### config.mk
export PLATFORM = sky130hd
export DESIGN_NAME = joy_turbo_map
export DESIGN_NICKNAME = d
export VERILOG_FILES = /design/src/rtl/joy_turbo_map.sv
export SDC_FILE = /design/constraint.sdc
export NUM_CORES = 1
export LEC_CHECK = 0
export ABC_AREA = 1
export CAP_MARGIN = 20
export CELL_PAD_IN_SITES_DETAIL_PLACEMENT = 2
export CELL_PAD_IN_SITES_GLOBAL_PLACEMENT = 2
export CORE_MARGIN = 8
export CORE_UTILIZATION = 21
export CTS_CLUSTER_DIAMETER = 40
export DETAILED_ROUTE_END_ITERATION = 8
export PLACE_DENSITY = 0.81
export SETUP_SLACK_MARGIN = 0.02
export SYNTH_ARGS = -nofsm -noshare
export SYNTH_HDL_FRONTEND = slang
export SYNTH_SLANG_ARGS = --single-unit
### constraint.sdc
create_clock -name clk_sys -period 1.7 [get_ports clk_sys]
set_input_delay 0.51 -clock clk_sys [delete_from_list [all_inputs] [get_ports clk_sys]]
set_output_delay 0.51 -clock clk_sys [all_outputs]
set_load 0.01 [all_outputs]
### src/rtl/joy_turbo_map.sv
// Joystick-to-PC-FX pad mapper with SOCD cleaning, shared turbo clock
// and per-port mode toggles, refreshed once per frame strobe.
module joy_turbo_map #(
  parameter int N_PORTS      = 2,
  parameter int TURBO_FRAMES = 4,
  parameter int SOCD_NEUTRAL = 1
) (
  input  logic                   clk_sys,
  input  logic                   reset_n,
  input  logic [32*N_PORTS-1:0]  joy_in,
  input  logic [2*N_PORTS-1:0]   turbo_en,
  input  logic                   vsync_tick,
  output logic [16*N_PORTS-1:0]  pad_out,
  output logic                   pad_valid,
  output logic                   turbo_phase
);

  localparam logic [7:0] LAST = 8'(TURBO_FRAMES - 1);

  logic [7:0]           frame_cnt;
  logic [7:0]           cnt_nx;
  logic                 phase_nx;
  logic                 primed;
  logic [N_PORTS-1:0]   mode1, mode2;
  logic [N_PORTS-1:0]   hist1, hist2;
  logic [N_PORTS-1:0]   mode1_nx, mode2_nx;
  logic [N_PORTS-1:0]   cur1, cur2;
  logic [16*N_PORTS-1:0] pad_nx;
  logic                 unused_joy;

  assign unused_joy = ^joy_in;

  always_comb begin
    cnt_nx   = frame_cnt;
    phase_nx = turbo_phase;
    if (vsync_tick) begin
      if (frame_cnt == LAST) begin
        cnt_nx   = 8'd0;
        phase_nx = ~turbo_phase;
      end else begin
        cnt_nx = frame_cnt + 8'd1;
      end
    end
  end

  always_comb begin
    logic [13:0] w;
    logic up, dn, lt, rt, b1, b2;
    pad_nx   = '0;
    mode1_nx = mode1;
    mode2_nx = mode2;
    cur1     = '0;
    cur2     = '0;
    for (int p = 0; p < N_PORTS; p++) begin
      w = joy_in[32*p +: 14];
      cur1[p] = w[12];
      cur2[p] = w[13];
      // History is not trusted on the first cycle out of reset
      mode1_nx[p] = mode1[p] ^ (primed & w[12] & ~hist1[p]);
      mode2_nx[p] = mode2[p] ^ (primed & w[13] & ~hist2[p]);
      up = w[3];
      dn = w[2];
      lt = w[1];
      rt = w[0];
      if (SOCD_NEUTRAL != 0) begin
        if (up & dn) begin
          up = 1'b0;
          dn = 1'b0;
        end
        if (lt & rt) begin
          lt = 1'b0;
          rt = 1'b0;
        end
      end
      b1 = w[4] & (~turbo_en[2*p] | phase_nx);
      b2 = w[5] & (~turbo_en[2*p+1] | phase_nx);
      pad_nx[16*p +: 16] = {2'b00, mode2_nx[p], mode1_nx[p],
                            lt, dn, rt, up, w[7], w[6],
                            w[11:8], b2, b1};
    end
  end

  always_ff @(posedge clk_sys or negedge reset_n) begin
    if (!reset_n) begin
      frame_cnt   <= 8'd0;
      turbo_phase <= 1'b1;
      primed      <= 1'b0;
      mode1       <= '0;
      mode2       <= '0;
      hist1       <= '0;
      hist2       <= '0;
      pad_out     <= '0;
      pad_valid   <= 1'b0;
    end else begin
      frame_cnt   <= cnt_nx;
      turbo_phase <= phase_nx;
      primed      <= 1'b1;
      mode1       <= mode1_nx;
      mode2       <= mode2_nx;
      hist1       <= cur1;
      hist2       <= cur2;
      pad_valid   <= vsync_tick;
      if (vsync_tick) begin
        pad_out <= pad_nx;
      end
    end
  end

endmodule

==> out/metrics.csv, run 1 <==
metric;value;unit
Ant. Diodes;0;
clock network power share;24.9;%
FF-to-FF Start;frame_cnt[0];
DR iter-0 viols;33;
count of cell types in the netlist;26;
Reg2Reg Setup Slack;0.33;ns
clk root buf;clkbuf_8;
Inst Count DP;389;
final period utilization;88.6;%
CP top delay family;flip-flops;
share of cells above drive strength 1;10.5;%
RR Endpoint;pad_out[1];
Cell Count, Final, Fillers Out;397;
CP Launch Type;register;
WL/cell;14.3;um
syn avg cell area;9.28;um^2
vias in the first global route;2038;
gr ovfl total;0;
asr flop ratio synth;100;%
final number of setup-violating endpoints;0;
Switching Share;32.0;%
Core ar.;9200;um^2
R2R depth;8;
Yosys top cell by area;dfrtp_1;
Critical Setup Path Class;register to output pin;
first-pass GRT wire length;9.92;mm
die height;113;um
CTS tree;done;
clk_skew;0.00589;ns
final hold vios;0;
Post-DP HPWL;4.39;mm
fin util;30.7;%
largest net degree at the start of global routing;48;
worst path required time;1.19;ns
# rows;35;
cell count after synthesis;213;
Initial Utilization;21.5;%
# clock sinks;47;
DR vias;1659;
Clock Latency Late Sink;0.29;ns
Min-Delay Path Class;input pin to asynchronous set/reset pin;
top-area cell type share of the netlist area;58.3;%
residual DRC count;0;
Worst EP arrival;1.00;ns
Post-CTS Setup Bufs;0;
most area-consuming cells after synthesis;dfrtp_1 (58%), nand2_1 (18%), xor2_1 (3.5%);
Max clock buf depth;2;
Setup TNS;0;ns
final hold slack;0.182;ns
Num CTS Buffers;5;
post-synthesis sequential area ratio;59.6;%
power share of the sequential group;50.0;%
max cap viols;0;
Lkg Pwr;1.46;nW
placed instance area;2770;um^2
Max Clk Rate;664;MHz
maximum vdd drop;307;uV
Critical Path Sink Type;output pin;
worst-path cell chain;clkbuf_2;
unrepaired setup endpoints after global routing;no;
post-synthesis register bit count;47;
fin crit period;1.51;ns
Yosys warnings;0;
Design Area, Final;2830;um^2
Die X;113;um
wirelength, routed;5.68;mm
CP Launch Point;turbo_phase;
H-tree levels;2;
Post-synth top flop;dfrtp_1;
Synth Cell Area;1980;um^2
Slowest Stage Delay on Critical Path;0.56;ns
CTS Hold Buffers Added;0;
max-slew violation count;0;
DIE AREA;12800;um^2
combinational share of power;25.1;%
critical path depth;1;
Layout area overhead;43.1;%
Post-synth EDFFs;0;
outcome;finished, final reports clean;
# IOs;105;
vias per cell;4.18;
I/O Buffers;64;
Worst-path clk slew;0.09;ns
Gates resized, CTS repair;30;
gr usage total;9.50;%
crit path max fanout;3;
Buf/Inv on CP;1;
nets;357;
1st-pass router iterations;3;
Sw Pwr;0.000979;W
Critical Path Sink;turbo_phase;
Int Pwr;0.00208;W
Slowest cell on crit path;dfstp_2;
GP Congestion;0.718;
initial antenna violation count;0;
Antenna Nets Post-Route;0;
power density cells;1080;nW/um^2
==> logic make-up after synthesis <==
| group | after synthesis | share of synthesized area (%) |
|---|---|---|
| fa+ha+maj | 1 | 0.633 |
| simple gates | 120 | 25.6 |
| xor+xnor | 8 | 3.55 |
| flops | 47 | 59.6 |
| compound gates | 9 | 3.10 |
| other cells | 2 | 0.380 |
| buf+inv | 26 | 7.16 |
==> final cells by class <==
class / count / area (um^2)
Clock inverter: 1 / 7.51
Fill cell: 1043 / 6370
Timing Repair Buffer: 72 / 679
Multi-Input combinational cell: 143 / 668
Sequential cell: 47 / 1180
Tap cell: 111 / 139
Inverter: 16 / 60.1
Clock buffer: 7 / 96.3
==> Yosys cell counts, types with 2 or more instances <==
master	n
a21oi_1	2
buf_2	2
buf_4	4
buf_6	2
conb_1	2
dfrtp_1	46
inv_1	13
inv_2	2
nand2_1	93
nand3_1	8
nand3_2	3
nor2_1	9
nor2_2	3
nor3_2	2
o31ai_1	4
xor2_1	8
==> through the flow <==
| stage | setup slack [ns] | power, W |
|---|---|---|
| 2_1_floorplan | 0.524 | 0.00195 |
| 3_3_place_gp | -0.0718 | 0.00237 |
| 3_5_place_dp | -0.120 | 0.00242 |
| 4_1_cts | 0.0200 | 0.00314 |
| 5_1_grt | 0.126 | 0.00330 |
| 6_report | 0.194 | 0.00306 |
==> registers in the layout, summed over array words and instances, names as in the netlist <==
register,cells
mode2,2
mode1,2
primed,1
hist2,2
pad_valid,1
turbo_phase,1
pad_out,28
frame_cnt,8
hist1,2
==> layout by cell type, fill, tap and decap left out, types with 2 or more instances in the layout <==
cell type and instances:
nand2_1 93, nor2_2 3, dlygate4sd2_1 29, nor3_2 2, nand3_2 3, clkbuf_8 7
inv_1 13, nor2_1 9, dfrtp_1 46, inv_2 2, conb_1 5, clkdlybuf4s50_1 33
a21oi_1 2, xor2_1 8, nand3_1 8, o31ai_1 4, buf_12 2, buf_4 6
==> power by group through the flow <==
stage	Sequential (W)	Clock [W]	Combinational, W
2_1_floorplan	0.00157	0	0.000385
3_3_place_gp	0.00154	0	0.000833
3_5_place_dp	0.00156	0	0.000867
4_1_cts	0.00153	0.000810	0.000799
5_1_grt	0.00157	0.000855	0.000878
6_report	0.00153	0.000761	0.000767
==> per-layer routing <==
layer	vias to the layer above	routed length [um]	global-route usage, %
met1	827	2380	10.5
met4	0	23	1.87
met2	43	2910	17.1
met5	-	0	0
li1	785	-	-
met3	4	373	3.51
==> worst min path at each step <==
| stage | endpoint | slack [ns] |
|---|---|---|
| 2_1_floorplan | frame_cnt[0] | 0.21 |
| 3_3_place_gp | mode1[0] | 0.45 |
| 3_5_place_dp | mode1[1] | 0.46 |
| 4_1_cts | frame_cnt[5] | 0.19 |
| 5_1_grt | pad_out[29] | 0.20 |
| 6_report | frame_cnt[5] | 0.18 |
Note: power is estimated with default switching activity, not from simulation.
==> inputs of run 2 (changes only) <==
ABC_AREA = not set   (was 1)
CORE_MARGIN = 3   (was 8)
CORE_UTILIZATION = 23   (was 21)
PLACE_DENSITY = 0.83   (was 0.81)
==> run 2 against run 1 <==
Effect of this change:
- final area decreased by 4.2%
- highest routed layer unchanged
- maximum frequency down 6.9%
- critical endpoint unchanged
- cell count shrank 19%
- clock power decreased by 7.9%
==> out/metrics.csv, run 2 <==
metric;value;unit
outcome;finished, final reports clean;
most common cell in the netlist;dfrtp_1;
Initial Utilization;24.2;%
FF-to-FF Start;frame_cnt[4];
DR vias;1348;
clock network power share;24.2;%
CP Launch Type;register;
Die X;96.8;um
maximum vdd drop;343;uV
Core ar.;7850;um^2
commonest cells after routing, fill and taps aside;dfrtp_1 (46), clkdlybuf4s50_1 (32), dlygate4sd2_1 (30);
H-tree levels;2;
Largest regs;pad_out x28, frame_cnt x8;
Antenna Nets Post-Route;0;
initial antenna violation count;0;
Lkg Pwr;1.24;nW
power share of the sequential group;49.9;%
DR iter-0 viols;41;
Num CTS Buffers;5;
fin worst setup slack;0.0830;ns
Switching Share;30.0;%
Post-synth EDFFs;0;
unrepaired setup endpoints after global routing;no;
final hold vios;0;
# IOs;105;
Max Clk Rate;618;MHz
Min-Delay Path Class;input pin to asynchronous set/reset pin;
Worst EP arrival;1.11;ns
largest net degree at the start of global routing;48;
Int Pwr;0.00202;W
post-synthesis register bit count;47;
Synth top cells by count;dfrtp_1 (46), mux2_2 (17), nand2_1 (11);
Post-CTS Setup Bufs;0;
wirelength, routed;4.80;mm
residual DRC count;0;
Clock Latency Late Sink;0.30;ns
final number of setup-violating endpoints;0;
Reg2Reg Setup Slack;0.26;ns
R2R depth;4;
max-slew violation count;0;
Yosys warnings;0;
GP Congestion;0.711;
Max clock buf depth;2;
nets;291;
final period utilization;95.1;%
Slowest Stage Delay on Critical Path;0.54;ns
CP top delay family;flip-flops;
asr flop ratio synth;100;%
worst path required time;1.19;ns
CP Launch Point;turbo_phase;
Synth Cell Area;1900;um^2
clk root buf;clkbuf_8;
gr ovfl total;0;
worst-path cell chain;dlygate4sd2_1;
Critical Path Sink Type;output pin;
Layout area overhead;43.0;%
fin crit period;1.62;ns
Ant. Diodes;0;
DIE AREA;9370;um^2
most area-consuming cells after synthesis;dfrtp_1 (61%), mux2_2 (10%), xor2_1 (3.2%);
vias per cell;4.19;
WL/cell;14.9;um
cell count after synthesis;148;
combinational share of power;25.8;%
Post-synth top flop;dfrtp_1;
Sw Pwr;0.000869;W
Critical Setup Path Class;register to output pin;
power density cells;1070;nW/um^2
RR Endpoint;pad_out[17];
post-synthesis sequential area ratio;62.1;%
1st-pass router iterations;4;
share of cells above drive strength 1;17.3;%
Filler Cells Inserted;837;
I/O Buffers;64;
# clock sinks;47;
crit path max fanout;2;
first-pass GRT wire length;8.11;mm
gr usage total;10.8;%
Worst-path clk slew;0.10;ns
Slowest cell on crit path;dfstp_2;
total power;0.00289;W
top-area cell type share of the netlist area;60.7;%
Top reg by flops;pad_out;
die height;96.8;um
Inst Count DP;314;
vias in the first global route;1575;
Post-DP HPWL;3.58;mm
Buf/Inv on CP;1;
count of cell types in the netlist;27;
max cap viols;0;
clk_skew;0.00560;ns
max FFs per register;28;
syn avg cell area;12.8;um^2
Yosys top cell by area;dfrtp_1;
setup slack at placement;-0.0104;ns
Cell Count, Final, Fillers Out;322;
# rows;32;
fin util;34.5;%
CTS tree;done;
most common cell after layout, fill and taps aside;dfrtp_1;
-- run 2: changes by cell type in the layout (fill, tap and decap cells not counted), moves of 4 or more --
| cell | previous run | this run |
|---|---|---|
| nand3b_1 | 0 | 4 |
| nand3_1 | 8 | 3 |
| a31oi_1 | 0 | 4 |
| mux2_2 | 0 | 17 |
| mux2i_1 | 0 | 4 |
| o31ai_1 | 4 | 0 |
| inv_1 | 13 | 9 |
| nand2_1 | 93 | 11 |
| o21ai_0 | 0 | 5 |
| o22ai_1 | 0 | 5 |
-- run 2: kinds of logic (layout without fill, tap and decap cells) --
| kind of cell | count (synthesis) | in the layout | share of synthesized area [%] |
|---|---|---|---|
| mux | 21 | 21 | 12.2 |
| simple gates | 34 | 34 | 9.44 |
| flops | 47 | 47 | 62.1 |
| fa+ha+maj | 1 | 1 | 0.660 |
| other cells | 2 | 5 | 0.396 |
| buf+inv | 18 | 87 | 5.41 |
| xor+xnor | 11 | 11 | 5.48 |
| compound gates | 14 | 14 | 4.29 |
-- run 2: per-layer routing --
metal  GRT usage [%]  part of all wire [%]  up-vias
li1                -                     -      625
met1            11.8                    38      690
met2            20.4                    58       27
met3            2.31                   3.0        6
met4            3.56                   1.5        0
met5               0                     0        -
-- run 2: cell type report --
class                      instances  area, um^2  share of cell area (%)
inverter                           9        33.8                    1.25
clock inverter                     3        25.0                   0.923
clock buffer                       5        68.8                    2.54
tap                              102         128                    4.71
sequential                        47        1180                    43.4
timing repair buffer              70         651                    24.0
multi-input combinational         86         627                    23.1
-- run 2: stage by stage --
| step | hold WS [ns] | cell area, um^2 | TNS (ns) |
|---|---|---|---|
| final | 0.179 | 2710 | 0 |
| after global routing | 0.186 | 2710 | 0 |
| after CTS | 0.184 | 2710 | 0 |
| after detailed placement | 0.456 | 2650 | -0.0104 |
| after global placement | 0.446 | 2650 | 0 |
| after floorplan | 0.214 | 1910 | 0 |
-- run 2: worst max-delay path by stage --
stage | cells past startpoint | slack, ns | endpoint
2_1_floorplan | 4 | 0.44 | pad_out[0]
3_3_place_gp | 5 | 0.06 | pad_out[28]
3_5_place_dp | 5 | -0.01 | pad_out[28]
4_1_cts | 1 | 0.06 | turbo_phase
5_1_grt | 1 | 0.04 | turbo_phase
6_report | 1 | 0.08 | turbo_phase
-- run 2: what timing repair did --
action	4_1_cts	5_1_grt
resized for setup	30	0
setup endpoints to repair	30	0
hold endpoints to repair	0	0
hold buffers	0	0
-- run 2: power by group through the flow --
stage	sequential [W]	clock, W	combinational (W)
floorplan	0.00153	0	0.000305
global placement	0.00146	0	0.000819
detailed placement	0.00147	0	0.000858
CTS	0.00145	0.000744	0.000771
global route	0.00148	0.000792	0.000825
finish	0.00144	0.000701	0.000747
==> inputs of run 3 (changes only) <==
CAP_MARGIN = not set   (was 20)
CTS_CLUSTER_SIZE = 40   (was not set)
==> results of run 3 <==
Final layout, timing and power as in run 2 (identical DEF).
==> RTL change 1 (flow settings as in run 1) <==
Set the parameter `SOCD_NEUTRAL` to 0 (it was 1).
--- a/src/rtl/joy_turbo_map.sv
+++ b/src/rtl/joy_turbo_map.sv
@@ -5,3 +5,3 @@
   parameter int TURBO_FRAMES = 4,
-  parameter int SOCD_NEUTRAL = 1
+  parameter int SOCD_NEUTRAL = 0
 ) (
Function: changed (Yosys sat finds a counterexample within 4 cycles, from zero or initial values and one cycle with reset_n low).
==> RTL change 1 against run 1 <==
Worst setup slack got worse by 95 ps. Maximum frequency fell by 5.9%. Synthesized area fell by 0.51%. Power rose by 6.4%. Routed wire length barely moved. Critical path type unchanged. Highest routed layer unchanged. Combinational power rose by 11%. Sequential cell count did not move. Critical endpoint unchanged. Cell area rose by 1.9%.
==> RTL change 1: results (changes against run 1) <==
Logic synthesis
  • Synth area leaders: dfrtp_1 59%, nand2_1 19%, xor2_1 3.1%
  • Most instantiated cells after synthesis: 100 x nand2_1, 46 x dfrtp_1, 16 x inv_1, 10 x nor2_1, 8 x nand3_1
  • Post-synthesis sequential area ratio: 59.9% (+0.30 points)
  • Unique cell type count in the Yosys netlist: 22 (-15%)
  • Cell count after synthesis: 219 (+2.8%)

Global route
  • Grt met1 use: 9.94% (-0.55 points)
  • GR Util met3: 4.42% (+0.91 points)
  • Antenna violations before repair: 0 (unchanged)
  • Vias in the first global route: 1,921 (-5.7%)
  • Met2 Use GR: 15.8% (-1.3 points)
  • First-pass GRT wire length: 9500 µm (-4.2%)
  • Tot GR Track Use: 9.22% (-0.28 points)

Routing
  • Routed wl met2: 2770 µm (-4.5%)
  • DR pass1 iterations: 4 (+1)
  • Violation count after the first detailed-route iteration: 20 (-39%)
  • Final WL: 5680 µm (about the same)
  • Vias per cell: 4.10 (-1.8%)
  • Vias: 1,674 (+0.90%)
  • M1 WL: 2360 µm (-0.67%)
  • Metal3 WL: 523 µm (+40%)

Final layout
  • Final nets: 368 (+3.1%)
  • Layout cell share with drive strength beyond 1: 11.4% (+0.96 points)

Placed design
  • Placed Area: 0.00280 mm² (+1.3%)
  • Final Wtd Congestion: 0.683 (-4.9%)
  • Pre-CTS setup slack: -193 ps (-73.1 ps)
  • HPWL after DPL: 4340 µm (-1.2%)
  • Dpl cells: 400 (+2.8%)

STA
  • Worst Clk Skew: 6.11 ps (+0.215 ps)
  • Final min period: 1600 ps (+94.6 ps)
  • Min Hold Slack: 183 ps (+1.18 ps)

Clock tree
  • Cts bufs inserted: 5 (unchanged)
  • Root Buffer: clkbuf_8

Pwr
  • VDD IR max: 0.346 mV (+13%)
  • Leak: 1.52 nW (+3.4%)

Setup path
  • CP arrival: 1090 ps (+90 ps)
  • Max incr delay on CP: 560 ps (about the same)
  • Crit-path max FO: 3 (unchanged)
  • Setup slack, reg-to-reg: 280 ps (-50 ps)

Outcome
  • Status: completed
[RTL change 1: layout make-up]
| type | instances | area (µm²) |
|---|---|---|
| clock buffer | 5 | 68.8 |
| clock inverter | 3 | 46.3 |
| fill | 1062 | 6270 |
| inverter | 16 | 60.1 |
| multi-input combinational | 148 | 672 |
| sequential | 47 | 1180 |
| tap | 111 | 139 |
| timing repair buffer | 78 | 717 |
[RTL change 1: where the power goes]
part	total (W)	leakage [nW]	internal, W	switching (W)
Sequential	0.00155	0.570	0.00136	0.000185
Combinational	0.000849	0.891	0.000393	0.000457
Clock	0.000855	0.0548	0.000444	0.000412
[RTL change 1: cells by family after synthesis]
logic type | after synthesis | share of synthesized area, %
xor gates and xnor gates | 7 | 3.12
buffers and inverters | 27 | 6.49
DFF | 47 | 59.9
and+or+nand+nor | 129 | 27.4
adders and majority gates | 1 | 0.636
AOI/OAI and AO/OA | 6 | 2.10
other | 2 | 0.382
==> RTL change 2 (settings of run 1) <==
Made on the original files. One comparison of `frame_cnt` changes from == to >=.
--- a/src/rtl/joy_turbo_map.sv
+++ b/src/rtl/joy_turbo_map.sv
@@ -36,3 +36,3 @@
     if (vsync_tick) begin
-      if (frame_cnt == LAST) begin
+      if (frame_cnt >= LAST) begin
         cnt_nx   = 8'd0;
Formal check against the unedited RTL: no difference found for any inputs over 10 cycles, from zero or initial values and one cycle with reset_n low; that may be too few to reach the edited logic, so the function may still have changed.
==> RTL change 2 against run 1 <==
First-iteration DRC count increased by 39%. Power is 3.9% lower. Routed wire length decreased by 5.8%. Critical endpoint unchanged. Cell area fell by 2.3%. Worst setup slack got worse by 130 ps. Register-to-register slack improved by 70 ps. Synthesized area fell by 2.3%. Sequential cell count unchanged. Maximum frequency decreased by 7.9%. Die area down 2.0%. Critical path depth unchanged. Sequential share of layout area up 1.0 points.
==> RTL change 2: results (changes against run 1) <==
STA
  • Min Hold Slack: 187 ps (+5.87 ps)
  • Final min period: 1640 ps (+129 ps)
  • Worst Clk Skew: 5.98 ps (+0.0906 ps)

Global route
  • First-pass GRT wire length: 8980 µm (-9.5%)
  • Tot GR Track Use: 9.01% (-0.50 points)
  • Vias in the first global route: 1,859 (-8.8%)
  • GR Util met3: 3.25% (-0.27 points)
  • Grt met1 use: 9.33% (-1.2 points)

Routing
  • Violation count after the first detailed-route iteration: 46 (+39%)
  • Metal3 WL: 384 µm (+2.9%)
  • M1 WL: 2190 µm (-7.8%)
  • Routed wl met2: 2740 µm (-5.9%)
  • DR pass1 iterations: 4 (+1)
  • Vias per cell: 4.03 (-3.7%)
  • Final WL: 5350 µm (-5.8%)

Logic synthesis
  • Post-synthesis sequential area ratio: 61.0% (+1.4 points)
  • Unique cell type count in the Yosys netlist: 20 (-23%)
  • Compound-Gate Fraction of Synth Area: 2.53% (-0.57 points)
  • Area share of the largest cell type after synthesis: 59.7% (+1.4 points)
  • XOR/XNOR share of the synthesized area: 3.37% (-0.17 points)
  • Yosys warns: 0 (unchanged)
  • Synth area leaders: dfrtp_1 60%, nand2_1 16%, xor2_2 3.4%
  • Adder-Cell Fraction of Synth Area: 0.649% (+0.015 points)
  • Most instantiated cells after synthesis: 84 x nand2_1, 46 x dfrtp_1, 14 x inv_1, 9 x nand3_1, 8 x nor2_1
  • Syn avg cell area: 9.55 µm² (+3.0%)

Placed design
  • Final Wtd Congestion: 0.634 (-12%)
  • HPWL after DPL: 4050 µm (-7.7%)
  • Placed Area: 0.00269 mm² (-2.9%)
  • Pre-CTS setup slack: -46.8 ps (+72.9 ps)
  • Dpl cells: 374 (-3.9%)

Final layout
  • Top flop regs: pad_out x28, frame_cnt x8
  • Post-route insts no fill: 382 (-3.8%)
  • Layout cell share with drive strength beyond 1: 12.9% (+2.4 points)
  • Final nets: 342 (-4.2%)
  • Fill count: 1,036 (-0.67%)

Setup path
  • CP top delay family: flip-flops
  • CP arrival: 1130 ps (+130 ps)
  • Max incr delay on CP: 570 ps
  • Setup slack, reg-to-reg: 400 ps (+70 ps)
  • R2R depth: 9 (+1)
  • Critical R2R Capture: pad_out[16]

Clock tree
  • H-tree level count: 2 (unchanged)

Outcome
  • Status: completed

Pwr
  • VDD IR max: 0.332 mV (+8.0%)
  • Leak: 1.41 nW (-3.5%)
## RTL change 2: worst reg2reg max path: cells and delay by family (launching register included)
| family | cells | cell delay, ps |
|---|---|---|
| and+or+nand+nor | 6 | 460 |
| DFF | 1 | 410 |
| adders and majority gates | 1 | 200 |
| buffers and inverters | 2 | 150 |
## RTL change 2: cell type report
cell class                      count  area (µm²)  area share [%]
Clock inverter                      3        43.8            1.59
Timing Repair Buffer               69         649            23.5
Tap cell                          111         139            5.03
Sequential cell                    47        1180            42.6
Multi-Input combinational cell    128         609            22.1
Inverter                           19        73.8            2.67
Clock buffer                        5        68.8            2.49
## RTL change 2: where the power goes
| group | total [W] | internal [W] | switching, W |
|---|---|---|---|
| clock network | 0.000833 | 0.000438 | 0.000394 |
| registers | 0.00143 | 0.00131 | 0.000124 |
| logic | 0.000672 | 0.000320 | 0.000352 |
| total | 0.00294 | 0.00207 | 0.000870 |
